$ cat config.mk
export PLATFORM = sky130hd
export DESIGN_NAME = d_bus_arbiter
export DESIGN_NICKNAME = d
export VERILOG_FILES = /design/src/rtl/bus_pkg.sv /design/src/rtl/rr_arb2.sv /design/src/rtl/d_bus_arbiter.sv
export SDC_FILE = /design/constraint.sdc
export NUM_CORES = 1
export LEC_CHECK = 0
export CAP_MARGIN = 20
export CORE_AREA = 2 2 122 124
export CTS_CLUSTER_SIZE = 20
export DETAILED_ROUTE_END_ITERATION = 16
export DIE_AREA = 0 0 124 126
export GPL_TIMING_DRIVEN = 1
export PLACE_DENSITY = 0.53
export SYNTH_ARGS = -nofsm -noshare
export SYNTH_HDL_FRONTEND = slang
export SYNTH_SLANG_ARGS = --single-unit
$ cat constraint.sdc
create_clock -name i_clk -period 5.5 [get_ports i_clk]
set_clock_uncertainty 0.2 [all_clocks]
set_input_delay 1.1 -clock i_clk [delete_from_list [all_inputs] [get_ports i_clk]]
set_output_delay 1.1 -clock i_clk [all_outputs]
set_load 0.05 [all_outputs]
$ cat src/rtl/bus_pkg.sv
// ---------------------------------------------------------------------------
// bus_pkg
// Shared types and constants for the two-master data-bus arbiter.
//   arb_state_e       : arbiter FSM states
//   bus_req_t         : one master's request fields as seen by the slave mux
//   ERR_DATA_DEFAULT  : read data returned when a transaction times out
//   cnt_width()       : timeout counter width, clamped to 8..32 bits
// ---------------------------------------------------------------------------
package bus_pkg;

  typedef enum logic [1:0] {
    IDLE  = 2'd0,
    BUSY0 = 2'd1,
    BUSY1 = 2'd2
  } arb_state_e;

  typedef struct packed {
    logic [31:0] addr;
    logic [3:0]  be;
    logic [31:0] wr_data;
    logic        wr_req;
    logic        rd_req;
  } bus_req_t;

  localparam logic [31:0] ERR_DATA_DEFAULT = 32'hDEAD_BEEF;

  // Width needed to count up to tmo, never narrower than 8 or wider than 32.
  function automatic int unsigned cnt_width(input int unsigned tmo);
    int unsigned w;
    w = $clog2(tmo + 32'd1);
    if (w < 32'd8) begin
      w = 32'd8;
    end else if (w > 32'd32) begin
      w = 32'd32;
    end else begin
      w = w;
    end
    return w;
  endfunction

endpackage

$ cat src/rtl/rr_arb2.sv
// ---------------------------------------------------------------------------
// rr_arb2
// Combinational two-way round-robin picker.
//   i_req[1:0]     : per-master request
//   i_last_grant   : master served most recently
//   o_grant_id     : chosen master (valid only with o_grant_valid)
//   o_grant_valid  : at least one master is requesting
// ---------------------------------------------------------------------------
module rr_arb2 (
  input  logic [1:0] i_req,
  input  logic       i_last_grant,
  output logic       o_grant_id,
  output logic       o_grant_valid
);

  // Pick the lone requester, or on a tie the master not served last.
  always_comb begin
    o_grant_id    = 1'b0;
    o_grant_valid = 1'b0;
    case (i_req)
      2'b01: begin
        o_grant_id    = 1'b0;
        o_grant_valid = 1'b1;
      end
      2'b10: begin
        o_grant_id    = 1'b1;
        o_grant_valid = 1'b1;
      end
      2'b11: begin
        o_grant_id    = ~i_last_grant;
        o_grant_valid = 1'b1;
      end
      default: begin
        o_grant_id    = 1'b0;
        o_grant_valid = 1'b0;
      end
    endcase
  end

endmodule

$ cat src/rtl/d_bus_arbiter.sv
// ---------------------------------------------------------------------------
// d_bus_arbiter
// Shares one data-memory slave port between the core LSU (m0) and a
// debug/DMA master (m1). Grants are round-robin, locked for a whole
// transaction, and a timeout counter recovers from a hung slave.
//   i_clk, i_rst               : clock, synchronous active-high reset
//   i_mN_*                     : master N request fields (N = 0,1)
//   o_mN_wr_ready/rd_ready     : one-cycle completion pulses to master N
//   o_mN_rd_data               : read data, valid with o_mN_rd_ready
//   o_s_*                      : slave request, muxed from the granted master
//   i_s_wr_ready/rd_ready/data : slave completion and read data
//   o_bus_err, o_bus_err_id    : timeout pulse and id of the timed-out master
// ---------------------------------------------------------------------------
module d_bus_arbiter
  import bus_pkg::*;
#(
  parameter int unsigned TIMEOUT_CYC = 255,
  parameter logic [31:0] ERR_DATA    = ERR_DATA_DEFAULT
) (
  input  logic        i_clk,
  input  logic        i_rst,
  input  logic [31:0] i_m0_addr,
  input  logic        i_m0_wr_req,
  input  logic [3:0]  i_m0_be,
  input  logic [31:0] i_m0_wr_data,
  output logic        o_m0_wr_ready,
  input  logic        i_m0_rd_req,
  output logic        o_m0_rd_ready,
  output logic [31:0] o_m0_rd_data,
  input  logic [31:0] i_m1_addr,
  input  logic        i_m1_wr_req,
  input  logic [3:0]  i_m1_be,
  input  logic [31:0] i_m1_wr_data,
  output logic        o_m1_wr_ready,
  input  logic        i_m1_rd_req,
  output logic        o_m1_rd_ready,
  output logic [31:0] o_m1_rd_data,
  output logic [31:0] o_s_addr,
  output logic [3:0]  o_s_be,
  output logic [31:0] o_s_wr_data,
  output logic        o_s_wr_req,
  output logic        o_s_rd_req,
  input  logic        i_s_wr_ready,
  input  logic        i_s_rd_ready,
  input  logic [31:0] i_s_rd_data,
  output logic        o_bus_err,
  output logic        o_bus_err_id
);

  localparam int unsigned      CNT_W       = cnt_width(TIMEOUT_CYC);
  localparam logic [CNT_W-1:0] TIMEOUT_VAL = CNT_W'(TIMEOUT_CYC);
  localparam bit               TIMEOUT_EN  = (TIMEOUT_CYC != 32'd0);

  arb_state_e       r_state;
  logic             r_last_grant;
  logic [CNT_W-1:0] r_cnt;
  logic             r_err_id;

  bus_req_t w_m0;
  bus_req_t w_m1;
  bus_req_t w_sel;
  logic     w_id;
  logic     w_busy;
  logic     w_grant_id;
  logic     w_grant_valid;
  logic     w_wr_issue;
  logic     w_rd_issue;
  logic     w_done;
  logic     w_abort;
  logic     w_timeout;
  logic     w_wr_rdy;
  logic     w_rd_rdy;
  logic [31:0] w_rd_val;

  assign w_m0 = '{addr: i_m0_addr, be: i_m0_be, wr_data: i_m0_wr_data,
                  wr_req: i_m0_wr_req, rd_req: i_m0_rd_req};
  assign w_m1 = '{addr: i_m1_addr, be: i_m1_be, wr_data: i_m1_wr_data,
                  wr_req: i_m1_wr_req, rd_req: i_m1_rd_req};

  rr_arb2 u_rr_arb2 (
    .i_req         ({i_m1_rd_req | i_m1_wr_req, i_m0_rd_req | i_m0_wr_req}),
    .i_last_grant  (r_last_grant),
    .o_grant_id    (w_grant_id),
    .o_grant_valid (w_grant_valid)
  );

  // Select the owning master and classify this BUSY cycle's outcome.
  always_comb begin
    w_sel  = w_m0;
    w_id   = 1'b0;
    w_busy = 1'b0;
    case (r_state)
      BUSY0: begin
        w_sel  = w_m0;
        w_id   = 1'b0;
        w_busy = 1'b1;
      end
      BUSY1: begin
        w_sel  = w_m1;
        w_id   = 1'b1;
        w_busy = 1'b1;
      end
      default: begin
        w_sel  = w_m0;
        w_id   = 1'b0;
        w_busy = 1'b0;
      end
    endcase
    // Write wins when a master raises both; its read is served later.
    w_wr_issue = w_busy & w_sel.wr_req;
    w_rd_issue = w_busy & ~w_sel.wr_req & w_sel.rd_req;
    // Ready of the kind not issued is ignored.
    w_done     = (w_wr_issue & i_s_wr_ready) | (w_rd_issue & i_s_rd_ready);
    w_abort    = w_busy & ~w_sel.wr_req & ~w_sel.rd_req;
    // A slave ready in the timeout cycle takes precedence over the error.
    w_timeout  = TIMEOUT_EN & (w_wr_issue | w_rd_issue) & ~w_done &
                 (r_cnt == TIMEOUT_VAL);
    // A reset cycle never hands a ready back to a master.
    w_wr_rdy   = w_wr_issue & (w_done | w_timeout) & ~i_rst;
    w_rd_rdy   = w_rd_issue & (w_done | w_timeout) & ~i_rst;
    w_rd_val   = w_timeout ? ERR_DATA : i_s_rd_data;
  end

  // Drive slave request and master completion outputs.
  always_comb begin
    o_s_addr      = w_busy ? w_sel.addr : 32'h0;
    o_s_be        = w_busy ? w_sel.be : 4'h0;
    o_s_wr_data   = w_busy ? w_sel.wr_data : 32'h0;
    o_s_wr_req    = w_wr_issue;
    o_s_rd_req    = w_rd_issue;
    o_m0_wr_ready = w_wr_rdy & ~w_id;
    o_m0_rd_ready = w_rd_rdy & ~w_id;
    o_m1_wr_ready = w_wr_rdy & w_id;
    o_m1_rd_ready = w_rd_rdy & w_id;
    o_m0_rd_data  = (w_rd_rdy & ~w_id) ? w_rd_val : 32'h0;
    o_m1_rd_data  = (w_rd_rdy & w_id) ? w_rd_val : 32'h0;
    o_bus_err     = w_timeout & ~i_rst;
    o_bus_err_id  = r_err_id;
  end

  // Arbitration FSM, timeout counter and error id register.
  always_ff @(posedge i_clk) begin
    if (i_rst) begin
      r_state      <= IDLE;
      r_last_grant <= 1'b1;
      r_cnt        <= '0;
      r_err_id     <= 1'b0;
    end else begin
      case (r_state)
        IDLE: begin
          r_cnt <= '0;
          if (w_grant_valid) begin
            r_state <= w_grant_id ? BUSY1 : BUSY0;
          end else begin
            r_state <= IDLE;
          end
        end
        BUSY0, BUSY1: begin
          if (w_abort | w_done | w_timeout) begin
            r_state      <= IDLE;
            r_last_grant <= w_id;
          end else begin
            r_cnt <= r_cnt + CNT_W'(1);
          end
          if (w_timeout) begin
            r_err_id <= w_id;
          end else begin
            r_err_id <= r_err_id;
          end
        end
        default: begin
          r_state <= IDLE;
        end
      endcase
    end
  end

endmodule

==> results of run 1 <==
[flip-flops by register name, indices dropped and copies added, names as in the netlist]
name,count
o_bus_err_id,1
r_cnt,8
r_state,2
r_last_grant,1
[logic make-up after synthesis]
family	Yosys count	synth area share
AOI/OAI and AO/OA	24	0.0926
xor gates and xnor gates	2	0.00786
adders and majority gates	3	0.0168
buffers and inverters	32	0.0612
DFF	12	0.108
muxes	71	0.322
and+or+nand+nor	198	0.392
[synthesized netlist by cell type]
cell                          n  area share
sky130_fd_sc_hd__mux2_4       1      0.0067
sky130_fd_sc_hd__dfxtp_1     12        0.11
sky130_fd_sc_hd__nor3_1       2      0.0045
sky130_fd_sc_hd__nor2_2       1      0.0028
sky130_fd_sc_hd__o41ai_1      2      0.0079
sky130_fd_sc_hd__mux2i_1     69        0.31
sky130_fd_sc_hd__nor2_1     150        0.25
sky130_fd_sc_hd__buf_2        1      0.0022
sky130_fd_sc_hd__inv_2        1      0.0017
sky130_fd_sc_hd__o21ai_0      3      0.0067
sky130_fd_sc_hd__nand4_1      2      0.0056
sky130_fd_sc_hd__nand3_1      3      0.0067
sky130_fd_sc_hd__clkbuf_1    14       0.024
sky130_fd_sc_hd__a221o_1      4       0.018
sky130_fd_sc_hd__and4_1       1      0.0039
sky130_fd_sc_hd__o221ai_1     1      0.0039
sky130_fd_sc_hd__nor2b_1      1      0.0028
sky130_fd_sc_hd__nor4_1       3      0.0084
sky130_fd_sc_hd__mux2_2       1      0.0051
sky130_fd_sc_hd__nor3b_1      4       0.013
sky130_fd_sc_hd__o21bai_1     2      0.0067
sky130_fd_sc_hd__inv_1        5      0.0084
sky130_fd_sc_hd__o21a_1       2      0.0067
sky130_fd_sc_hd__a22o_4       2       0.016
sky130_fd_sc_hd__buf_1        9       0.015
sky130_fd_sc_hd__nand4bb_1    1      0.0051
sky130_fd_sc_hd__nand2_1      7       0.012
sky130_fd_sc_hd__ha_1         3       0.017
sky130_fd_sc_hd__xnor2_1      2      0.0079
sky130_fd_sc_hd__o41a_1       1      0.0051
sky130_fd_sc_hd__nand2b_1     1      0.0028
sky130_fd_sc_hd__a22o_1       3       0.012
sky130_fd_sc_hd__or3_1        2      0.0056
sky130_fd_sc_hd__buf_6        2       0.010
sky130_fd_sc_hd__and2_1      14       0.039
sky130_fd_sc_hd__and2_4       1      0.0039
sky130_fd_sc_hd__or4_1        1      0.0034
sky130_fd_sc_hd__nand4b_1     2      0.0079
sky130_fd_sc_hd__o211ai_1     1      0.0034
sky130_fd_sc_hd__nor3_4       1      0.0073
sky130_fd_sc_hd__a21oi_1      3      0.0067
sky130_fd_sc_hd__and4b_1      1      0.0045
[layout make-up]
cell class                      count  area [um^2]  share of cell area
Clock buffer                        4         88.8              0.0153
Multi-Input combinational cell    298         1870               0.321
Sequential cell                    12          240              0.0414
Tap cell                          184          230              0.0397
Timing Repair Buffer              321         3360               0.578
Antenna cell                        1         2.50            0.000431
Inverter                            6         22.5             0.00388
[path summary, 6_finish.rpt]
path	from	to	slack [ns]	cells after the start
worst min-delay path	o_bus_err_id	o_bus_err_id	0.29	2
worst max-delay path	i_m0_wr_req	o_m1_rd_data[26]	0.84	8
worst max register to register	r_state[0]	r_cnt[2]	2.74	7
worst min register to register	o_bus_err_id	o_bus_err_id	0.29	2
[routing by layer]
metal	global-route usage	share of wire
met1	0.163	0.36
met2	0.283	0.51
met3	0.0399	0.11
met4	0.0403	0.024
met5	0	0
[through the flow]
step	area (um^2)	power [W]	hold slack [ns]	util
after detailed placement	5710	0.00198	0.287	0.399
after global routing	5800	0.00220	0.328	0.405
after floorplan	2230	0.00131	0.271	-
after global placement	5710	0.00197	0.290	0.399
after CTS	5800	0.00213	0.298	0.405
final	5810	0.00210	0.287	0.406
[where the power goes]
group          total (W)  internal [W]  switching (W)
registers       0.000109      0.000100     0.00000888
clock network   0.000150      0.000110      0.0000396
logic            0.00185      0.000632        0.00121
[worst max-delay path, cell delays in order]
cell and delay [ns]:
sky130_fd_sc_hd__clkdlybuf4s50_1 0.49, sky130_fd_sc_hd__nand4bb_1 0.26, sky130_fd_sc_hd__a21oi_1 0.17, sky130_fd_sc_hd__o21a_1 0.49, sky130_fd_sc_hd__buf_4 0.32, sky130_fd_sc_hd__nor2_1 0.08
sky130_fd_sc_hd__nor2_1 0.26, sky130_fd_sc_hd__buf_12 0.18
[cell usage in the layout, fill, tap and decap left out, drive strengths merged, types with 3 or more instances in the layout]
master / count
a221o: 4
nor4: 3
ha: 3
nor2: 151
dfxtp: 12
nor3: 3
and2: 15
clkbuf: 4
mux2i: 69
a21oi: 3
nand2: 7
buf: 73
inv: 6
a22o: 5
nor3b: 4
nand3: 3
o21ai: 3
clkdlybuf4s50: 248
==> impl_table.tex, run 1 <==
\begin{tabular}{lr}
\hline
Metric & Value \\
\hline
\multicolumn{2}{l}{\textbf{Placement}} \\
\quad Cell count after placement & 821 \\
\quad Minimum setup slack after placement & 0.811 ns \\
\quad Post-detail-place hpwl & 11100 um \\
\quad Last weighted congestion value of the routability-driven placer & 0.801 \\
\quad Port-buffer cells & 315 \\
\multicolumn{2}{l}{\textbf{Synth}} \\
\quad Sequential share of the synthesized area & 0.108 \\
\quad Number of library cell types mapped by synthesis & 42 \\
\quad Synthesized instance count & 342 \\
\quad Warnings, synthesis & 0 \\
\quad Number of synthesized register bits & 12 \\
\quad Total nets after synthesis & 521 \\
\quad Syn\_area\_per\_cell & 6.52 um\^{}2 \\
\quad Syn Std Cell Area & 2230 um\^{}2 \\
\multicolumn{2}{l}{\textbf{Drt}} \\
\quad Routed len/inst & 15.6 um \\
\quad Average vias per placed instance & 4.31 \\
\quad Via count & 3563 \\
\quad Iteration-0 DRC Markers & 73 \\
\quad First-pass iteration count of the detailed router & 4 \\
\quad Post-route antenna net violation count & 0 \\
\quad Wire length reported by the detailed router & 12900 um \\
\quad DRC violation count after routing & 0 \\
\multicolumn{2}{l}{\textbf{Worst setup path}} \\
\quad Req. time, crit path & 4.20 ns \\
\quad Maximum fanout along the worst path & 17 \\
\quad Kind of start point of the critical path & primary input \\
\quad Worst EP arrival & 3.36 ns \\
\quad Kind of end point of the critical path & primary output \\
\quad Crit Path Category & primary input to primary output \\
\multicolumn{2}{l}{\textbf{Global routing}} \\
\quad Total congestion overflow & 0 \\
\quad Largest net degree at the start of global routing & 71 \\
\quad Number of global-route vias before repair & 3442 \\
\quad Total global routing track utilization & 0.150 \\
\quad Antenna violations before repair & 1 \\
\quad Wire length of the first global-routing pass & 18500 um \\
\multicolumn{2}{l}{\textbf{Run}} \\
\quad Max-cap check violation count & 0 \\
\multicolumn{2}{l}{\textbf{Power}} \\
\quad Power density over the cells & 362 nW/um\^{}2 \\
\quad Worst VDD drop & 206 uV \\
\quad Leakage power figure & 2.19 nW \\
\multicolumn{2}{l}{\textbf{Timing}} \\
\quad Final WS setup & 0.845 ns \\
\quad Setup violators final & 0 \\
\quad Worst slew slack as a fraction of its limit & 0.517 \\
\quad Maximum operating frequency & 215 MHz \\
\quad Number of failing hold endpoints at the final stage & 0 \\
\quad Period utilisation layout & 0.846 \\
\quad Setup TNS & 0 ns \\
\quad Final Max Tran Viols & 0 \\
\quad Slew @ Worst Pin & 0.725 ns \\
\quad Final min period & 4.66 ns \\
\quad Unrepaired setup endpoints after global routing & no \\
\multicolumn{2}{l}{\textbf{Floorplanning}} \\
\quad Number of cell rows & 44 \\
\quad Num ports & 316 \\
\quad Die ar. & 15600 um\^{}2 \\
\quad DIE WIDTH & 124 um \\
\quad Die boundary height & 126 um \\
\quad Std-Cell Core Area & 14300 um\^{}2 \\
\quad Initial core utilization & 0.156 \\
\multicolumn{2}{l}{\textbf{Clock tree}} \\
\quad Library cell used as clock root buffer & sky130\_fd\_sc\_hd\_\_clkbuf\_16 \\
\quad Clk\_lat worst skew & 0.24 ns \\
\quad TritonCTS clock tree & yes \\
\quad Total number of clock tree sinks & 12 \\
\quad Gates resized, CTS repair & 0 \\
\quad CTS buffer count & 3 \\
\quad Maximum buffer depth of the clock tree & 2 \\
\quad Post-CTS setup buffer count & 0 \\
\quad Number of levels in the clock H-tree & 1 \\
\quad CTS clock-pin slew for the worst setup and hold paths & 0.04 ns \\
\quad Number of buffers inserted by hold repair at cts & 0 \\
\multicolumn{2}{l}{\textbf{Outcome}} \\
\quad Result of the run & complete, no violations \\
\multicolumn{2}{l}{\textbf{Final layout}} \\
\quad Filler instances & 1479 \\
\quad Number of nets in the finished design & 821 \\
\quad Area delta synth->final & 160\% \\
\quad Non-Filler Instances & 826 \\
\quad Fraction of final layout cells with drive strength greater than 1 & 0.134 \\
\multicolumn{2}{l}{\textbf{Worst hold path}} \\
\quad Worst hold-check path type & register to register \\
\hline
\end{tabular}
Power figures use the tool's default switching activity.
==> run 2: changes to the inputs <==
--- a/config.mk
+++ b/config.mk
@@ -6,10 +6,10 @@
 export NUM_CORES = 1
 export LEC_CHECK = 0
 export CAP_MARGIN = 20
-export CORE_AREA = 2 2 122 124
+export CORE_AREA = 2 2 124 126
 export CTS_CLUSTER_SIZE = 20
 export DETAILED_ROUTE_END_ITERATION = 16
-export DIE_AREA = 0 0 124 126
+export DIE_AREA = 0 0 126 128
 export GPL_TIMING_DRIVEN = 1
 export PLACE_DENSITY = 0.53
 export SYNTH_ARGS = -nofsm -noshare
==> constraint.sdc (replaced) <==
create_clock -name i_clk -period 4.23 [get_ports i_clk]
set_clock_uncertainty 0.2 [all_clocks]
set_input_delay 0.846 -clock i_clk [delete_from_list [all_inputs] [get_ports i_clk]]
set_output_delay 0.846 -clock i_clk [all_outputs]
set_load 0.05 [all_outputs]
==> run 2 against run 1 <==
Net effect: count of clock-buffer cells in the layout fell by 1; routed wire length grew 2.2%; first-iteration DRC count rose by 36%; design area is 9.3% higher; sequential cell count unchanged; die area increased by 3.2%; worst hold slack better by 0.025 ns; via count rose by 1.0%; sequential power rose by 31%; largest cell class unchanged; largest power group unchanged; highest routed layer is now met5.
==> impl_table.tex, run 2 (synthesized netlist as in run 1, its figures left out) <==
\begin{tabular}{lr}
\hline
Metric & Value \\
\hline
\multicolumn{2}{l}{\textbf{Worst setup path}} \\
\quad Kind of end point of the critical path & primary output \\
\quad Req. time, crit path & 3.18 ns (-1.02 ns) \\
\quad Terminus of the critical flop-to-flop path & r\_cnt[2] \\
\quad Worst-path cell chain & clkdlybuf4s50\_1 -> mux2\_4 -> nor3b\_1 -> o21a\_1 -> buf\_12 -> nor2\_1 -> nor2\_1 -> buf\_12 \\
\quad Critical path startpoint & i\_m0\_wr\_req \\
\quad Maximum fanout along the worst path & 23 (+6) \\
\quad Flop2flop setup slack & 1.78 ns (-0.96 ns) \\
\quad Kind of start point of the critical path & primary input \\
\quad Critical-path cell with the highest stage delay & sky130\_fd\_sc\_hd\_\_clkdlybuf4s50\_1 \\
\quad Worst EP arrival & 2.83 ns (-0.53 ns) \\
\quad Crit Path Category & primary input to primary output \\
\quad Maximum cell stage delay along the critical path & 0.54 ns (+0.05 ns) \\
\quad R2R cell count & 7 (unchanged) \\
\quad CP Capture Point & o\_m0\_rd\_data[31] \\
\quad Worst reg2reg path startpoint & r\_state[0] \\
\multicolumn{2}{l}{\textbf{Global routing}} \\
\quad Wire length of the first global-routing pass & 19200 um (+3.9\%) \\
\quad Number of global-route vias before repair & 3553 (+3.2\%) \\
\quad Total congestion overflow & 0 (unchanged) \\
\quad Total global routing track utilization & 0.148 (-0.00227) \\
\quad Largest net degree at the start of global routing & 72 (+1.4\%) \\
\quad Antenna violations before repair & 2 (+1) \\
\multicolumn{2}{l}{\textbf{Worst hold path}} \\
\quad Worst hold-check path type & register to register \\
\quad Hold path start & o\_bus\_err\_id \\
\multicolumn{2}{l}{\textbf{Drt}} \\
\quad Average vias per placed instance & 4.34 (+0.64\%) \\
\quad First-pass iteration count of the detailed router & 4 (unchanged) \\
\quad Via count & 3599 (+1.0\%) \\
\quad Wire length reported by the detailed router & 13100 um (+2.2\%) \\
\quad Post-route antenna net violation count & 0 (unchanged) \\
\quad DRC violation count after routing & 0 (unchanged) \\
\quad Iteration-0 DRC Markers & 99 (+36\%) \\
\quad Routed len/inst & 15.9 um (+1.8\%) \\
\multicolumn{2}{l}{\textbf{Clock tree}} \\
\quad CTS buffer count & 3 (unchanged) \\
\quad Number of levels in the clock H-tree & 1 (unchanged) \\
\quad Post-CTS setup buffer count & 0 (unchanged) \\
\quad Maximum buffer depth of the clock tree & 2 (unchanged) \\
\quad CTS clock-pin slew for the worst setup and hold paths & 0.04 ns (about the same) \\
\quad Library cell used as clock root buffer & sky130\_fd\_sc\_hd\_\_clkbuf\_16 \\
\quad TritonCTS clock tree & yes \\
\quad Clk\_lat worst skew & 0.24 ns (about the same) \\
\quad Gates resized, CTS repair & 0 (unchanged) \\
\quad Total number of clock tree sinks & 12 (unchanged) \\
\quad Number of buffers inserted by hold repair at cts & 0 (unchanged) \\
\multicolumn{2}{l}{\textbf{Placement}} \\
\quad Cell area after placement & 6270 um\^{}2 (+9.8\%) \\
\quad Port-buffer cells & 315 (unchanged) \\
\quad Last weighted congestion value of the routability-driven placer & 0.841 (+5.0\%) \\
\quad Post-detail-place hpwl & 11400 um (+3.3\%) \\
\multicolumn{2}{l}{\textbf{Floorplanning}} \\
\quad Die ar. & 16100 um\^{}2 (+3.2\%) \\
\quad Num ports & 316 (unchanged) \\
\quad Initial core utilization & 0.150 (-0.00577) \\
\quad DIE WIDTH & 126 um (+1.6\%) \\
\quad Number of cell rows & 45 (+2.3\%) \\
\quad Die boundary height & 128 um (+1.6\%) \\
\quad Std-Cell Core Area & 14900 um\^{}2 (+3.8\%) \\
\multicolumn{2}{l}{\textbf{Final layout}} \\
\quad Most common cell after layout, fill and taps aside & sky130\_fd\_sc\_hd\_\_clkdlybuf4s50\_1 \\
\quad Fraction of final layout cells with drive strength greater than 1 & 0.137 (+0.00312) \\
\quad Sequential Area & 240 um\^{}2 (unchanged) \\
\quad Area delta synth->final & 185\% \\
\quad Number of nets in the finished design & 822 (+0.12\%) \\
\quad Filler instances & 1449 (-2.0\%) \\
\quad Ant. Diodes & 0 (-1) \\
\quad Top library cells by usage in the layout, fill and taps aside & sky130\_fd\_sc\_hd\_\_clkdlybuf4s50\_1 (246), sky130\_fd\_sc\_hd\_\_nor2\_1 (150), sky130\_fd\_sc\_hd\_\_buf\_12 (70) \\
\quad Top Registers & r\_cnt x8, r\_state x2 \\
\quad Finished layout cell area & 6350 um\^{}2 (+9.3\%) \\
\quad Max reg flops & 8 (unchanged) \\
\quad Area used by multi-input combinational logic & 1870 um\^{}2 (unchanged) \\
\quad Most flop-heavy register & r\_cnt \\
\multicolumn{2}{l}{\textbf{Timing}} \\
\quad Maximum operating frequency & 258 MHz \\
\quad Period utilisation layout & 0.917 \\
\quad Setup violators final & 0 (unchanged) \\
\quad Number of failing hold endpoints at the final stage & 0 (unchanged) \\
\quad Final min period & 3.88 ns \\
\quad Slew @ Worst Pin & 0.577 ns (-0.148 ns) \\
\quad Worst slew slack as a fraction of its limit & 0.614 (+0.0976) \\
\quad Unrepaired setup endpoints after global routing & no \\
\quad Setup TNS & 0 ns (unchanged) \\
\quad Final Max Tran Viols & 0 (unchanged) \\
\multicolumn{2}{l}{\textbf{Power}} \\
\quad Leakage power figure & 2.32 nW (+5.6\%) \\
\quad Worst VDD drop & 299 uV (+45\%) \\
\quad Power density over the cells & 433 nW/um\^{}2 (+20\%) \\
\multicolumn{2}{l}{\textbf{Run}} \\
\quad Max-cap check violation count & 0 (unchanged) \\
\multicolumn{2}{l}{\textbf{Outcome}} \\
\quad Result of the run & complete, no violations \\
\hline
\end{tabular}
==> run 2: cell count changes in the layout (fill, tap and decap cells not counted), sizes merged <==
cell           before  now
buf                73   76
diode               1    0
clkdlybuf4s50     248  246
clkbuf              4    3
==> run 2: final cells by class <==
type | count | share of cell area
Timing Repair Buffer | 322 | 0.616
Clock buffer | 3 | 0.0118
Inverter | 6 | 0.00355
Tap cell | 188 | 0.0371
Sequential cell | 12 | 0.0378
Multi-Input combinational cell | 298 | 0.294
==> run 2: how the worst min path moves through the flow <==
stage                               to  slack, ns  cells after the start
after floorplan             r_state[1]       0.27                      2
after global placement    o_bus_err_id       0.29                      2
after detailed placement  o_bus_err_id       0.30                      2
after CTS                 o_bus_err_id       0.32                      2
after global routing      r_last_grant       0.36                      1
final                     o_bus_err_id       0.31                      2
==> run 2: critical path: cells and delay by family <==
family | cells | cell delay, ns
AND/OR/NAND/NOR | 3 | 0.48
buffers and inverters | 3 | 0.93
multiplexers | 1 | 0.18
AO/OA/AOI/OAI | 1 | 0.38
==> run 2: metrics by stage <==
stage | power (W) | hold WS (ns) | util | instances | setup slack (ns)
floorplan | 0.00171 | 0.271 | - | 342 | 0.0641
global placement | 0.00260 | 0.285 | 0.422 | 826 | 0.375
detailed placement | 0.00261 | 0.304 | 0.422 | 826 | 0.323
CTS | 0.00278 | 0.316 | 0.427 | 829 | 0.331
global route | 0.00287 | 0.365 | 0.427 | 829 | 0.215
finish | 0.00275 | 0.312 | 0.427 | 829 | 0.353
==> run 2: power breakdown <==
part	leakage [nW]	internal (W)	total [W]	switching, W
clock network	0.0370	0.000123	0.000167	0.0000443
registers	0.0973	0.000130	0.000143	0.0000125
logic	2.18	0.000861	0.00244	0.00158
total	2.32	0.00111	0.00275	0.00164
==> run 2: per-layer routing <==
layer	global-route usage	routed length, um	vias up
li1	-	-	1761
met1	0.160	4840	1601
met2	0.283	6700	220
met3	0.0467	1380	15
met4	0.0304	208	2
met5	0	13	-
==> run 3: changes to the inputs <==
--- a/config.mk
+++ b/config.mk
@@ -6,12 +6,12 @@
 export NUM_CORES = 1
 export LEC_CHECK = 0
 export CAP_MARGIN = 20
-export CORE_AREA = 2 2 124 126
+export CORE_AREA = 4 4 122 124
 export CTS_CLUSTER_SIZE = 20
 export DETAILED_ROUTE_END_ITERATION = 16
 export DIE_AREA = 0 0 126 128
 export GPL_TIMING_DRIVEN = 1
-export PLACE_DENSITY = 0.53
+export PLACE_DENSITY = 0.56
 export SYNTH_ARGS = -nofsm -noshare
 export SYNTH_HDL_FRONTEND = slang
 export SYNTH_SLANG_ARGS = --single-unit
==> run 3 against run 2 <==
Net effect: global-route usage grew 0.99 points; largest power group unchanged; sequential power hardly changed; via count fell by 0.56%; critical path type unchanged; die area is the same; register-to-register slack better by 0.03 ns; combinational power hardly changed; final cell count fell by 0.72%; fmax down 2.9%; setup slack lost 0.12 ns; largest cell class unchanged; routed wire length up 5.8%; worst hold slack worse by 0.020 ns; non-clock buffer count rose by 1.
==> impl_table.tex, run 3 (synthesized netlist as in run 1, its figures left out) <==
\begin{tabular}{lr}
\hline
Metric & Value \\
\hline
\multicolumn{2}{l}{\textbf{Outcome}} \\
\quad Result of the run & complete, no violations \\
\multicolumn{2}{l}{\textbf{Placement}} \\
\quad Post-detail-place hpwl & 12300 um (+8.0\%) \\
\quad Cell area after placement & 6240 um\^{}2 (-0.48\%) \\
\quad Port-buffer cells & 315 (unchanged) \\
\quad Last weighted congestion value of the routability-driven placer & 0.843 (+0.21\%) \\
\multicolumn{2}{l}{\textbf{Timing}} \\
\quad Final Max Tran Viols & 0 (unchanged) \\
\quad Maximum operating frequency & 250 MHz (-2.9\%) \\
\quad Number of failing hold endpoints at the final stage & 0 (unchanged) \\
\quad Setup violators final & 0 (unchanged) \\
\quad Slew @ Worst Pin & 0.584 ns (+0.00706 ns) \\
\quad Setup TNS & 0 ns (unchanged) \\
\quad Worst slew slack as a fraction of its limit & 0.609 (-0.00472) \\
\quad Unrepaired setup endpoints after global routing & no \\
\quad Period utilisation layout & 0.944 (+0.0272) \\
\quad Final min period & 3.99 ns (+0.115 ns) \\
\multicolumn{2}{l}{\textbf{Worst setup path}} \\
\quad Worst EP arrival & 2.95 ns (+0.12 ns) \\
\quad Kind of start point of the critical path & primary input \\
\quad Worst-path cell chain & clkdlybuf4s50\_1 -> nand4bb\_1 -> a21oi\_1 -> o21a\_1 -> buf\_4 -> nor2\_1 -> nor2\_1 -> buf\_12 \\
\quad Kind of end point of the critical path & primary output \\
\quad Maximum fanout along the worst path & 18 (-22\%) \\
\quad Critical path startpoint & i\_m0\_wr\_req \\
\quad Maximum cell stage delay along the critical path & 0.47 ns (-0.07 ns) \\
\quad Most Frequent Cell on Critical Path & sky130\_fd\_sc\_hd\_\_nor2\_1 \\
\quad Req. time, crit path & 3.18 ns (about the same) \\
\quad Flop2flop setup slack & 1.81 ns (+0.03 ns) \\
\quad Crit Path Category & primary input to primary output \\
\quad Critical-path cell with the highest stage delay & sky130\_fd\_sc\_hd\_\_clkdlybuf4s50\_1 \\
\quad Worst reg2reg path startpoint & r\_state[0] \\
\multicolumn{2}{l}{\textbf{Global routing}} \\
\quad Total global routing track utilization & 0.158 (+0.00990) \\
\quad M3 GR Usage & 0.0467 (-0.0000779) \\
\quad Global routing met2 resource utilization & 0.285 (+0.00271) \\
\quad Global Route met1 Usage & 0.180 (+0.0202) \\
\quad Total congestion overflow & 0 (unchanged) \\
\quad Wire length of the first global-routing pass & 20600 um (+7.3\%) \\
\quad Largest net degree at the start of global routing & 72 (unchanged) \\
\quad Busiest grt layer & met2 \\
\quad Antenna violations before repair & 1 (-1) \\
\quad Number of global-route vias before repair & 3715 (+4.6\%) \\
\multicolumn{2}{l}{\textbf{Power}} \\
\quad Part of the power in registers & 0.051 (about the same) \\
\quad Part of the total power dissipated in combinational logic & 0.879 (-0.008) \\
\quad Portion of total power attributed to the clock network & 0.069 (+0.008) \\
\quad Sw power & 0.00164 W (+0.36\%) \\
\quad Switching Fraction & 0.594 (-0.00107) \\
\quad Internal Power & 0.00112 W (+0.81\%) \\
\quad Power density over the cells & 437 nW/um\^{}2 (+0.80\%) \\
\quad Worst VDD drop & 277 uV (-7.5\%) \\
\quad Leakage power figure & 2.32 nW (+0.28\%) \\
\multicolumn{2}{l}{\textbf{Clock tree}} \\
\quad Total number of clock tree sinks & 12 (unchanged) \\
\quad CTS clock-pin slew for the worst setup and hold paths & 0.04 ns (about the same) \\
\quad Number of levels in the clock H-tree & 1 (unchanged) \\
\quad TritonCTS clock tree & yes \\
\quad CTS buffer count & 3 (unchanged) \\
\quad Maximum buffer depth of the clock tree & 2 (unchanged) \\
\quad Post-CTS setup buffer count & 0 (unchanged) \\
\quad Clk\_lat worst skew & 0.24 ns (about the same) \\
\quad Library cell used as clock root buffer & sky130\_fd\_sc\_hd\_\_clkbuf\_16 \\
\quad Number of buffers inserted by hold repair at cts & 0 (unchanged) \\
\quad Gates resized, CTS repair & 0 (unchanged) \\
\multicolumn{2}{l}{\textbf{Final layout}} \\
\quad Filler instances & 1391 (-4.0\%) \\
\quad Top library cells by usage in the layout, fill and taps aside & sky130\_fd\_sc\_hd\_\_clkdlybuf4s50\_1 (245), sky130\_fd\_sc\_hd\_\_nor2\_1 (150), sky130\_fd\_sc\_hd\_\_mux2i\_1 (69) \\
\quad Ant. Diodes & 0 (unchanged) \\
\quad Max reg flops & 8 (unchanged) \\
\quad Fraction of final layout cells with drive strength greater than 1 & 0.142 (+0.00424) \\
\quad Area used by multi-input combinational logic & 1870 um\^{}2 (unchanged) \\
\quad Top Registers & r\_cnt x8, r\_state x2 \\
\quad Finished layout cell area & 6330 um\^{}2 (-0.26\%) \\
\quad Number of nets in the finished design & 823 (+0.12\%) \\
\quad Sequential Area & 240 um\^{}2 (unchanged) \\
\quad Most flop-heavy register & r\_cnt \\
\quad Most common cell after layout, fill and taps aside & sky130\_fd\_sc\_hd\_\_clkdlybuf4s50\_1 \\
\quad Area delta synth->final & 184\% \\
\multicolumn{2}{l}{\textbf{Drt}} \\
\quad Post-route antenna net violation count & 0 (unchanged) \\
\quad DRC violation count after routing & 0 (unchanged) \\
\quad Average vias per placed instance & 4.35 (+0.17\%) \\
\quad Wire length reported by the detailed router & 13900 um (+5.8\%) \\
\quad Via count & 3579 (-0.56\%) \\
\quad First-pass iteration count of the detailed router & 4 (unchanged) \\
\quad Routed len/inst & 16.9 um (+6.6\%) \\
\quad Iteration-0 DRC Markers & 116 (+17\%) \\
\multicolumn{2}{l}{\textbf{Worst hold path}} \\
\quad Hold path start & o\_bus\_err\_id \\
\quad Worst hold-check path type & register to register \\
\multicolumn{2}{l}{\textbf{Floorplanning}} \\
\quad Die boundary height & 128 um (unchanged) \\
\quad Initial core utilization & 0.162 (+0.0119) \\
\quad Std-Cell Core Area & 13800 um\^{}2 (-7.3\%) \\
\quad Die ar. & 16100 um\^{}2 (unchanged) \\
\quad Number of cell rows & 43 (-4.4\%) \\
\quad Num ports & 316 (unchanged) \\
\quad DIE WIDTH & 126 um (unchanged) \\
\multicolumn{2}{l}{\textbf{Run}} \\
\quad Max-cap check violation count & 0 (unchanged) \\
\hline
\end{tabular}
## run 3: cell count changes in the layout (fill, tap and decap cells not counted)
| cell | delta |
|---|---|
| sky130_fd_sc_hd__clkdlybuf4s50_1 | -1 |
| sky130_fd_sc_hd__buf_4 | +4 |
| sky130_fd_sc_hd__clkbuf_8 | +1 |
| sky130_fd_sc_hd__buf_12 | -2 |
## run 3: through the flow
step | total power, W | util | instances | setup slack [ns] | hold slack (ns)
global placement | 0.00259 | 0.453 | 819 | 0.246 | 0.295
CTS | 0.00280 | 0.460 | 823 | 0.211 | 0.300
finish | 0.00277 | 0.460 | 823 | 0.237 | 0.292
detailed placement | 0.00261 | 0.453 | 819 | 0.196 | 0.289
floorplan | 0.00171 | - | 342 | 0.0641 | 0.271
global route | 0.00289 | 0.460 | 823 | 0.0877 | 0.332
## run 3: path summary, 6_finish.rpt
check,endpoint,cells past startpoint
worst max-delay path,o_m0_rd_data[0],8
worst min-delay path,o_bus_err_id,2
worst max register to register,r_cnt[6],7
worst min register to register,o_bus_err_id,2
## run 3: power by group through the flow
stage / logic, W / clock network (W) / registers (W)
after floorplan: 0.00157 / 0 / 0.000140
after global placement: 0.00244 / 0 / 0.000143
after detailed placement: 0.00246 / 0 / 0.000144
after CTS: 0.00246 / 0.000198 / 0.000142
after global routing: 0.00255 / 0.000203 / 0.000143
final: 0.00243 / 0.000192 / 0.000142
## run 3: worst max-delay path: cells and delay by family
kind                   cells  cell delay [ns]
buffers and inverters      3             0.95
and+or+nand+nor            3             0.55
AOI/OAI and AO/OA          2             0.57
## run 3: routing by layer
metal,vias up,share of wire
li1,1759,-
met2,215,0.50
met1,1584,0.38
met4,2,0.024
met5,-,0.00093
met3,19,0.093
## run 3: area by class of cell
cell class,count,share of cell area
timing repair buffer,323,0.614
multi-input combinational,298,0.295
sequential,12,0.0379
tap,180,0.0356
clock buffer,4,0.0140
inverter,6,0.00356
